**config.mk**
```make
export PLATFORM = sky130hd
export DESIGN_NAME = rysy_mem_arbiter_flat
export DESIGN_NICKNAME = d
export VERILOG_FILES = /design/src/rtl/rysy_mem_arbiter_pkg.sv /design/src/rtl/rysy_mem_arbiter_if.sv /design/src/rtl/rysy_mem_arbiter_pick.sv /design/src/rtl/rysy_mem_arbiter.sv /design/src/flat_wrapper.sv
export SDC_FILE = /design/constraint.sdc
export NUM_CORES = 1
export LEC_CHECK = 0
export CORE_AREA = 4 4 119 121
export DETAILED_ROUTE_END_ITERATION = 6
export DIE_AREA = 0 0 123 125
export SYNTH_ARGS = -nofsm -noshare
export SYNTH_HDL_FRONTEND = slang
export SYNTH_SLANG_ARGS = --single-unit
```
**constraint.sdc**
```tcl
create_clock -name clk -period 2.5 [get_ports clk]
set_clock_uncertainty 0.05 [all_clocks]
set_input_delay 0.25 -clock clk [delete_from_list [all_inputs] [get_ports clk]]
set_output_delay 0.25 -clock clk [all_outputs]
set_load 0.02 [all_outputs]
```
**src/rtl/rysy_mem_arbiter_pkg.sv**
```systemverilog
// rysy_bus_pkg: shared master index, request record and master identifiers for the memory arbiter
package rysy_bus_pkg;
   localparam int BUS_ADDR_W = 32;
   localparam int BUS_DATA_W = 32;
   typedef logic mst_idx_t;
   typedef struct packed {
      logic [BUS_ADDR_W-1:0]   addr;
      logic [BUS_DATA_W-1:0]   wdata;
      logic                    we;
      logic [BUS_DATA_W/8-1:0] be;
   } mem_req_t;
   localparam mst_idx_t MST_CORE = 1'b0;
   localparam mst_idx_t MST_LOAD = 1'b1;
endpackage

```
**src/rtl/rysy_mem_arbiter_if.sv**
```systemverilog
// rysy_mem_arbiter_if: bus bundle between the two masters, the arbiter and the memory
//   m0_*/m1_* : per-master req/addr/wdata/we/be in, gnt/rdata/rvalid out
//   mem_*     : muxed request out to memory, mem_rdata back (one-cycle latency)
//   slave     : arbiter view; master : view of the masters and memory around it
interface rysy_mem_arbiter_if #(parameter int ADDR_W = 32, parameter int DATA_W = 32);
   logic                  m0_req, m1_req, m0_we, m1_we, m0_gnt, m1_gnt, m0_rvalid, m1_rvalid, mem_we;
   logic [ADDR_W-1:0]     m0_addr, m1_addr, mem_addr;
   logic [DATA_W-1:0]     m0_wdata, m1_wdata, m0_rdata, m1_rdata, mem_wdata, mem_rdata;
   logic [DATA_W/8-1:0]   m0_be, m1_be, mem_be;
   modport slave (
      input  m0_req, m1_req, m0_addr, m1_addr, m0_wdata, m1_wdata, m0_we, m1_we, m0_be, m1_be, mem_rdata,
      output m0_gnt, m1_gnt, m0_rdata, m1_rdata, m0_rvalid, m1_rvalid, mem_addr, mem_wdata, mem_we, mem_be
   );
   modport master (
      output m0_req, m1_req, m0_addr, m1_addr, m0_wdata, m1_wdata, m0_we, m1_we, m0_be, m1_be, mem_rdata,
      input  m0_gnt, m1_gnt, m0_rdata, m1_rdata, m0_rvalid, m1_rvalid, mem_addr, mem_wdata, mem_we, mem_be
   );
endinterface

```
**src/rtl/rysy_mem_arbiter_pick.sv**
```systemverilog
// rysy_arb_pick: combinational round-robin grant decision with bounded bursts
//   req[1:0], last_q, hold_q in; gnt[1:0] (one-hot or zero), nxt_last, nxt_hold out
module rysy_arb_pick
   import rysy_bus_pkg::*;
#(
   parameter  int MAX_HOLD = 4,
   localparam int HW = $clog2(MAX_HOLD + 1)
) (
   input  logic [1:0]    req,
   input  mst_idx_t      last_q,
   input  logic [HW-1:0] hold_q,
   output logic [1:0]    gnt,
   output mst_idx_t      nxt_last,
   output logic [HW-1:0] nxt_hold
);
   logic     stay;
   mst_idx_t g;
   always_comb begin
      stay     = hold_q != '0 && hold_q < HW'(MAX_HOLD);
      g        = &req ? (stay ? last_q : ~last_q) : req[1];
      gnt      = |req ? (g ? 2'b10 : 2'b01) : 2'b00;
      nxt_last = |req ? g : last_q;
      nxt_hold = !(|req) ? '0 :
                 (g == last_q && hold_q != '0) ? (hold_q == HW'(MAX_HOLD) ? hold_q : hold_q + 1'b1) :
                 HW'(1);
   end
endmodule

```
**src/rtl/rysy_mem_arbiter.sv**
```systemverilog
// rysy_mem_arbiter: two-master round-robin arbiter for the shared single-port memory
//   clk, rst : clock and synchronous active-high reset
//   bus      : slave view of rysy_mem_arbiter_if (master requests, memory side, read return)
module rysy_mem_arbiter
   import rysy_bus_pkg::*;
#(
   parameter int ADDR_W   = 32,
   parameter int DATA_W   = 32,
   parameter int MAX_HOLD = 4
) (
   input logic               clk,
   input logic               rst,
   rysy_mem_arbiter_if.slave bus
);
   localparam int HW = $clog2(MAX_HOLD + 1);
   mst_idx_t      last_q, nxt_last;
   logic [HW-1:0] hold_q, nxt_hold;
   logic [1:0]    rv_q, pick, gnt;
   rysy_arb_pick #(.MAX_HOLD(MAX_HOLD)) u_pick (
      .req      ({bus.m1_req, bus.m0_req}),
      .last_q   (last_q),
      .hold_q   (hold_q),
      .gnt      (pick),
      .nxt_last (nxt_last),
      .nxt_hold (nxt_hold)
   );
   assign gnt = rst ? 2'b00 : pick;
   always_ff @(posedge clk) begin
      if (rst) begin
         last_q <= MST_LOAD;
         hold_q <= '0;
         rv_q   <= '0;
      end else begin
         last_q <= nxt_last;
         hold_q <= nxt_hold;
         rv_q   <= gnt & ~{bus.m1_we, bus.m0_we};
      end
   end
   assign bus.m0_gnt    = gnt[MST_CORE];
   assign bus.m1_gnt    = gnt[MST_LOAD];
   assign bus.mem_addr  = gnt[MST_LOAD] ? bus.m1_addr  : gnt[MST_CORE] ? bus.m0_addr  : '0;
   assign bus.mem_wdata = gnt[MST_LOAD] ? bus.m1_wdata : gnt[MST_CORE] ? bus.m0_wdata : '0;
   assign bus.mem_we    = gnt[MST_LOAD] ? bus.m1_we    : gnt[MST_CORE] & bus.m0_we;
   assign bus.mem_be    = gnt[MST_LOAD] ? bus.m1_be    : gnt[MST_CORE] ? bus.m0_be    : '0;
   assign bus.m0_rdata  = bus.mem_rdata;
   assign bus.m1_rdata  = bus.mem_rdata;
   // a read granted just before reset must not surface while rst is high
   assign bus.m0_rvalid = rv_q[MST_CORE] & ~rst;
   assign bus.m1_rvalid = rv_q[MST_LOAD] & ~rst;
endmodule

```
**src/flat_wrapper.sv**
```systemverilog
// flat-port wrapper written by rule: the top's interface ports become plain ports
module rysy_mem_arbiter_flat import rysy_bus_pkg::*;
#(
   parameter int ADDR_W   = 32,
   parameter int DATA_W   = 32,
   parameter int MAX_HOLD = 4
)
  (clk, rst, bus_m0_req, bus_m1_req, bus_m0_addr, bus_m1_addr, bus_m0_wdata, bus_m1_wdata, bus_m0_we, bus_m1_we, bus_m0_be, bus_m1_be, bus_mem_rdata, bus_m0_gnt, bus_m1_gnt, bus_m0_rdata, bus_m1_rdata, bus_m0_rvalid, bus_m1_rvalid, bus_mem_addr, bus_mem_wdata, bus_mem_we, bus_mem_be);
  rysy_mem_arbiter_if #(.ADDR_W(ADDR_W), .DATA_W(DATA_W)) bus_i ();
  input logic clk;
  input logic rst;
  input wire logic [$bits(bus_i.m0_req)-1:0] bus_m0_req;
  input wire logic [$bits(bus_i.m1_req)-1:0] bus_m1_req;
  input wire logic [$bits(bus_i.m0_addr)-1:0] bus_m0_addr;
  input wire logic [$bits(bus_i.m1_addr)-1:0] bus_m1_addr;
  input wire logic [$bits(bus_i.m0_wdata)-1:0] bus_m0_wdata;
  input wire logic [$bits(bus_i.m1_wdata)-1:0] bus_m1_wdata;
  input wire logic [$bits(bus_i.m0_we)-1:0] bus_m0_we;
  input wire logic [$bits(bus_i.m1_we)-1:0] bus_m1_we;
  input wire logic [$bits(bus_i.m0_be)-1:0] bus_m0_be;
  input wire logic [$bits(bus_i.m1_be)-1:0] bus_m1_be;
  input wire logic [$bits(bus_i.mem_rdata)-1:0] bus_mem_rdata;
  output wire logic [$bits(bus_i.m0_gnt)-1:0] bus_m0_gnt;
  output wire logic [$bits(bus_i.m1_gnt)-1:0] bus_m1_gnt;
  output wire logic [$bits(bus_i.m0_rdata)-1:0] bus_m0_rdata;
  output wire logic [$bits(bus_i.m1_rdata)-1:0] bus_m1_rdata;
  output wire logic [$bits(bus_i.m0_rvalid)-1:0] bus_m0_rvalid;
  output wire logic [$bits(bus_i.m1_rvalid)-1:0] bus_m1_rvalid;
  output wire logic [$bits(bus_i.mem_addr)-1:0] bus_mem_addr;
  output wire logic [$bits(bus_i.mem_wdata)-1:0] bus_mem_wdata;
  output wire logic [$bits(bus_i.mem_we)-1:0] bus_mem_we;
  output wire logic [$bits(bus_i.mem_be)-1:0] bus_mem_be;
  assign bus_i.m0_req = bus_m0_req;
  assign bus_i.m1_req = bus_m1_req;
  assign bus_i.m0_addr = bus_m0_addr;
  assign bus_i.m1_addr = bus_m1_addr;
  assign bus_i.m0_wdata = bus_m0_wdata;
  assign bus_i.m1_wdata = bus_m1_wdata;
  assign bus_i.m0_we = bus_m0_we;
  assign bus_i.m1_we = bus_m1_we;
  assign bus_i.m0_be = bus_m0_be;
  assign bus_i.m1_be = bus_m1_be;
  assign bus_i.mem_rdata = bus_mem_rdata;
  assign bus_m0_gnt = bus_i.m0_gnt;
  assign bus_m1_gnt = bus_i.m1_gnt;
  assign bus_m0_rdata = bus_i.m0_rdata;
  assign bus_m1_rdata = bus_i.m1_rdata;
  assign bus_m0_rvalid = bus_i.m0_rvalid;
  assign bus_m1_rvalid = bus_i.m1_rvalid;
  assign bus_mem_addr = bus_i.mem_addr;
  assign bus_mem_wdata = bus_i.mem_wdata;
  assign bus_mem_we = bus_i.mem_we;
  assign bus_mem_be = bus_i.mem_be;
  rysy_mem_arbiter #(.ADDR_W(ADDR_W), .DATA_W(DATA_W), .MAX_HOLD(MAX_HOLD)) u_core (.clk(clk), .rst(rst), .bus(bus_i));
endmodule
```
==> impl_results.md <==
* Status: complete, no violations
* Top cells by area, synth: a22o_1 (35%), buf_4 (30%), dfxtp_1 (7.5%), buf_6 (5.6%), a22o_2 (3.1%)
* Critical Path Fanout Max at 8
* Root Driver: clkbuf_16
* Crit. End Element: primary output
* Pre-antenna DRT Iters at 4
* Share of the synthesized area in the top cell type at between 30% and 40%
* 1st-iter DRT viols at 50
* Slowest library cell on the worst path: or3_4
* DRT Wirelength at 9.74 mm
* Post-Syn Instances at 193
* Synth cell count leaders: a22o_1 (64), buf_4 (64), buf_6 (8)
* Rel. slew slack at 73.1%
* Crit start category: flip-flop
* Max VDD drop at roughly 0.17 mV
* Worst Path Required at 2.20 ns
* Nets@finish at around 540
* Finish-stage setup viols at 0
* Worst-path cell chain: inv_2 -> ha_4 -> or3_4 -> a311oi_4 -> buf_8 -> clkbuf_16 -> a22o_1 -> buf_6
* Cell count after placement at 520
* Antenna-violating nets left at 0
* Buffer levels on the longest clock path at 2
* Top-Level Pins at 311
* Seq/Total Area, Yosys at 7.50%
* Post-place setup slack at -0.285 ns
* Flops & latches, synth at 6
* Syn avg cell area at 8.30 µm²
* Mapped cell area at 1600 µm²
* DR WL/cell at between 15 and 20 µm
* Standard-cell rows at 42
* CORE AREA at 13100 µm²
* Most used DFF post-synth: dfxtp_1
* Area grow syn2layout at 128%
* CTS tree: yes
* Clk Latency, worst-skew pair at 0.23 ns
* Max Cap Viol at 0
* Hold slack at 0.450 ns
* Distinct cells, synth at 27
* CTS Sinks at 6
* CP Launch Point: u_core.hold_q[0]$_SDFFE_PP0P_
* Initial antenna violation count at 0
* Die Y at 125 µm
* TritonCTS buffer count at 3
* Critical path's largest stage delay at 0.34 ns
* DRC at 0
* DIE AREA at between 15000 and 20000 µm²
* Mapped Nets at 369
* Number of cells on the critical path at 8
* Hold_buf cts at 0
* RSZ-0062 raised after global routing: true
* First-pass GRT wire length at 12.9 mm
* Total buffers and inverters traversed by the critical path at 4
* Yosys warns at 0
* CP Capture Point: bus_mem_wdata[31]
* Crit path DAT at about 2.1 ns
* Final worst path period share at 96.9%
* GPL Wtd Cong at ~0.81
* Final setup margin at 0.0776 ns
* Delay-heaviest family, CP: buffers and inverters
* Post-synth EDFFs at 0
* R2R Path Start: u_core.hold_q[0]$_SDFFE_PP0P_
* Clk slew on worst S/H paths at 0.03 ns
* Crit Path Category: reg2out
* Vias/cell at 3.98
* Cell Pwr Density at between 300 and 400 nW/µm²
* H-tree depth at 1
* Max Fclk at 413 MHz
* Ys async rst share at 0%
* Final Max Tran Viols at 0
* Total Routing Usage GR at a little over a tenth
* Clock period minus worst slack at 2.42 ns
* Pin count of the biggest net entering global routing at 40
* R2r endpoint: u_core.rv_q[0]$_SDFF_PP0_
* Min-Delay Path Class: in2out
* Final hold violations at 0
* Inserted Diodes at 0
* FF-to-FF setup slack at 0.73 ns
* Vias in the first global route at 2301
* Layout cells sized above 1 at 32.4%
* R2R depth at 7
* Starting Density at about 12%
* Total power draw at 0.00112 W
* Cell taking the most area after synthesis: a22o_1
* Slew at the pin closest to its max-slew limit at 0.394 ns
* DPL Wire Length at 7.46 mm
* Total congestion overflow at 0
* Lkg Pwr at between 1.5 and 2 nW
* # port buffers at 214
* Final cell count without fillers at 534
* Die W at 123 µm
* Final TNS setup at 0 ns
* Via Count at 2126
-- per-stage QoR --
stage	util [%]	cell area [µm²]
after floorplan	-	1600
after global placement	27.0	3540
after detailed placement	27.0	3540
after CTS	25.7	3360
after global routing	27.9	3650
final	27.9	3650
-- final cells by class --
type                       count  area (µm²)
clock buffer                   3        75.1
fill                        1404        9440
inverter                       4        15.0
multi-input combinational    103         893
sequential                     6         123
tap                          176         220
timing repair buffer         242        2320
-- worst register-to-register path, stage by stage (launching register included) --
cell	delay, ns
dfxtp_2	0.32
inv_2	0.05
ha_4	0.15
or3_4	0.34
a311oi_4	0.34
buf_4	0.18
buf_12	0.15
and2b_1	0.15
-- routing by layer --
| metal | vias to the layer above | routed length (µm) | track usage [%] |
|---|---|---|---|
| met5 | - | 0 | 0 |
| met4 | 0 | 157 | 2.61 |
| met3 | 26 | 1010 | 3.25 |
| met2 | 135 | 4770 | 19.0 |
| met1 | 969 | 3800 | 12.2 |
| li1 | 996 | - | - |
-- worst min-delay path by stage --
stage / startpoint / endpoint / slack, ns / depth (start not counted)
finish: bus_mem_rdata[13] / bus_m0_rdata[13] / 0.45 / 0
global route: bus_mem_rdata[30] / bus_m0_rdata[30] / 0.45 / 0
CTS: bus_mem_rdata[0] / bus_m0_rdata[0] / 0.45 / 0
detailed placement: bus_mem_rdata[0] / bus_m0_rdata[0] / 0.45 / 0
global placement: bus_mem_rdata[0] / bus_m0_rdata[0] / 0.45 / 0
floorplan: rst / u_core.hold_q[2]$_SDFFE_PP0N_ / 0.28 / 1
-- logic make-up (layout without fill, tap and decap cells) --
family | count (synthesis) | count (layout) | synth area share [%]
adders and majority gates | 2 | 2 | 1.56
DFF | 6 | 6 | 7.50
and+or+nand+nor | 16 | 16 | 5.55
buffers and inverters | 84 | 249 | 39.0
muxes | 2 | 2 | 1.25
AOI/OAI and AO/OA | 83 | 83 | 45.2
-- power by group --
group	internal (W)	leakage (nW)	switching, W	total (W)
clock network	0.000205	0.0370	0.0000542	0.000260
registers	0.000102	0.0499	0.00000266	0.000104
logic	0.000443	1.50	0.000316	0.000759
total	0.000750	1.58	0.000373	0.00112
-- registers in the layout, indices dropped and copies added, names as in the netlist --
signal         flops
u_core.rv_q        2
u_core.last_q      1
u_core.hold_q      3
-- layout by cell type, fill, tap and decap left out, types with 2 or more instances in the layout --
cell / Yosys / layout
a22o_1: 64 / 63
mux2i_1: 2 / 2
a21oi_1: 4 / 4
buf_6: 8 / 10
nand2_1: 2 / 2
a22o_2: 5 / 4
inv_1: 4 / 2
nor3_1: 3 / 3
clkbuf_16: 0 / 7
inv_2: 0 / 2
o21bai_1: 2 / 2
buf_2: 7 / 22
buf_12: 0 / 5
clkdlybuf4s50_1: 0 / 143
dfxtp_1: 6 / 4
dfxtp_2: 0 / 2
nor2_1: 4 / 3
nand2b_1: 2 / 2
buf_4: 64 / 54
o21ai_0: 2 / 2
nor2b_1: 2 / 2
a22o_4: 0 / 2
-- what timing repair did --
action,CTS,global route
setup buffers,3,2
resized for setup,282,66
hold endpoints to repair,0,0
gates cloned,2,5
pin swaps,1,7
setup endpoints to repair,71,64
No activity file was read; power rests on OpenSTA's default activity.
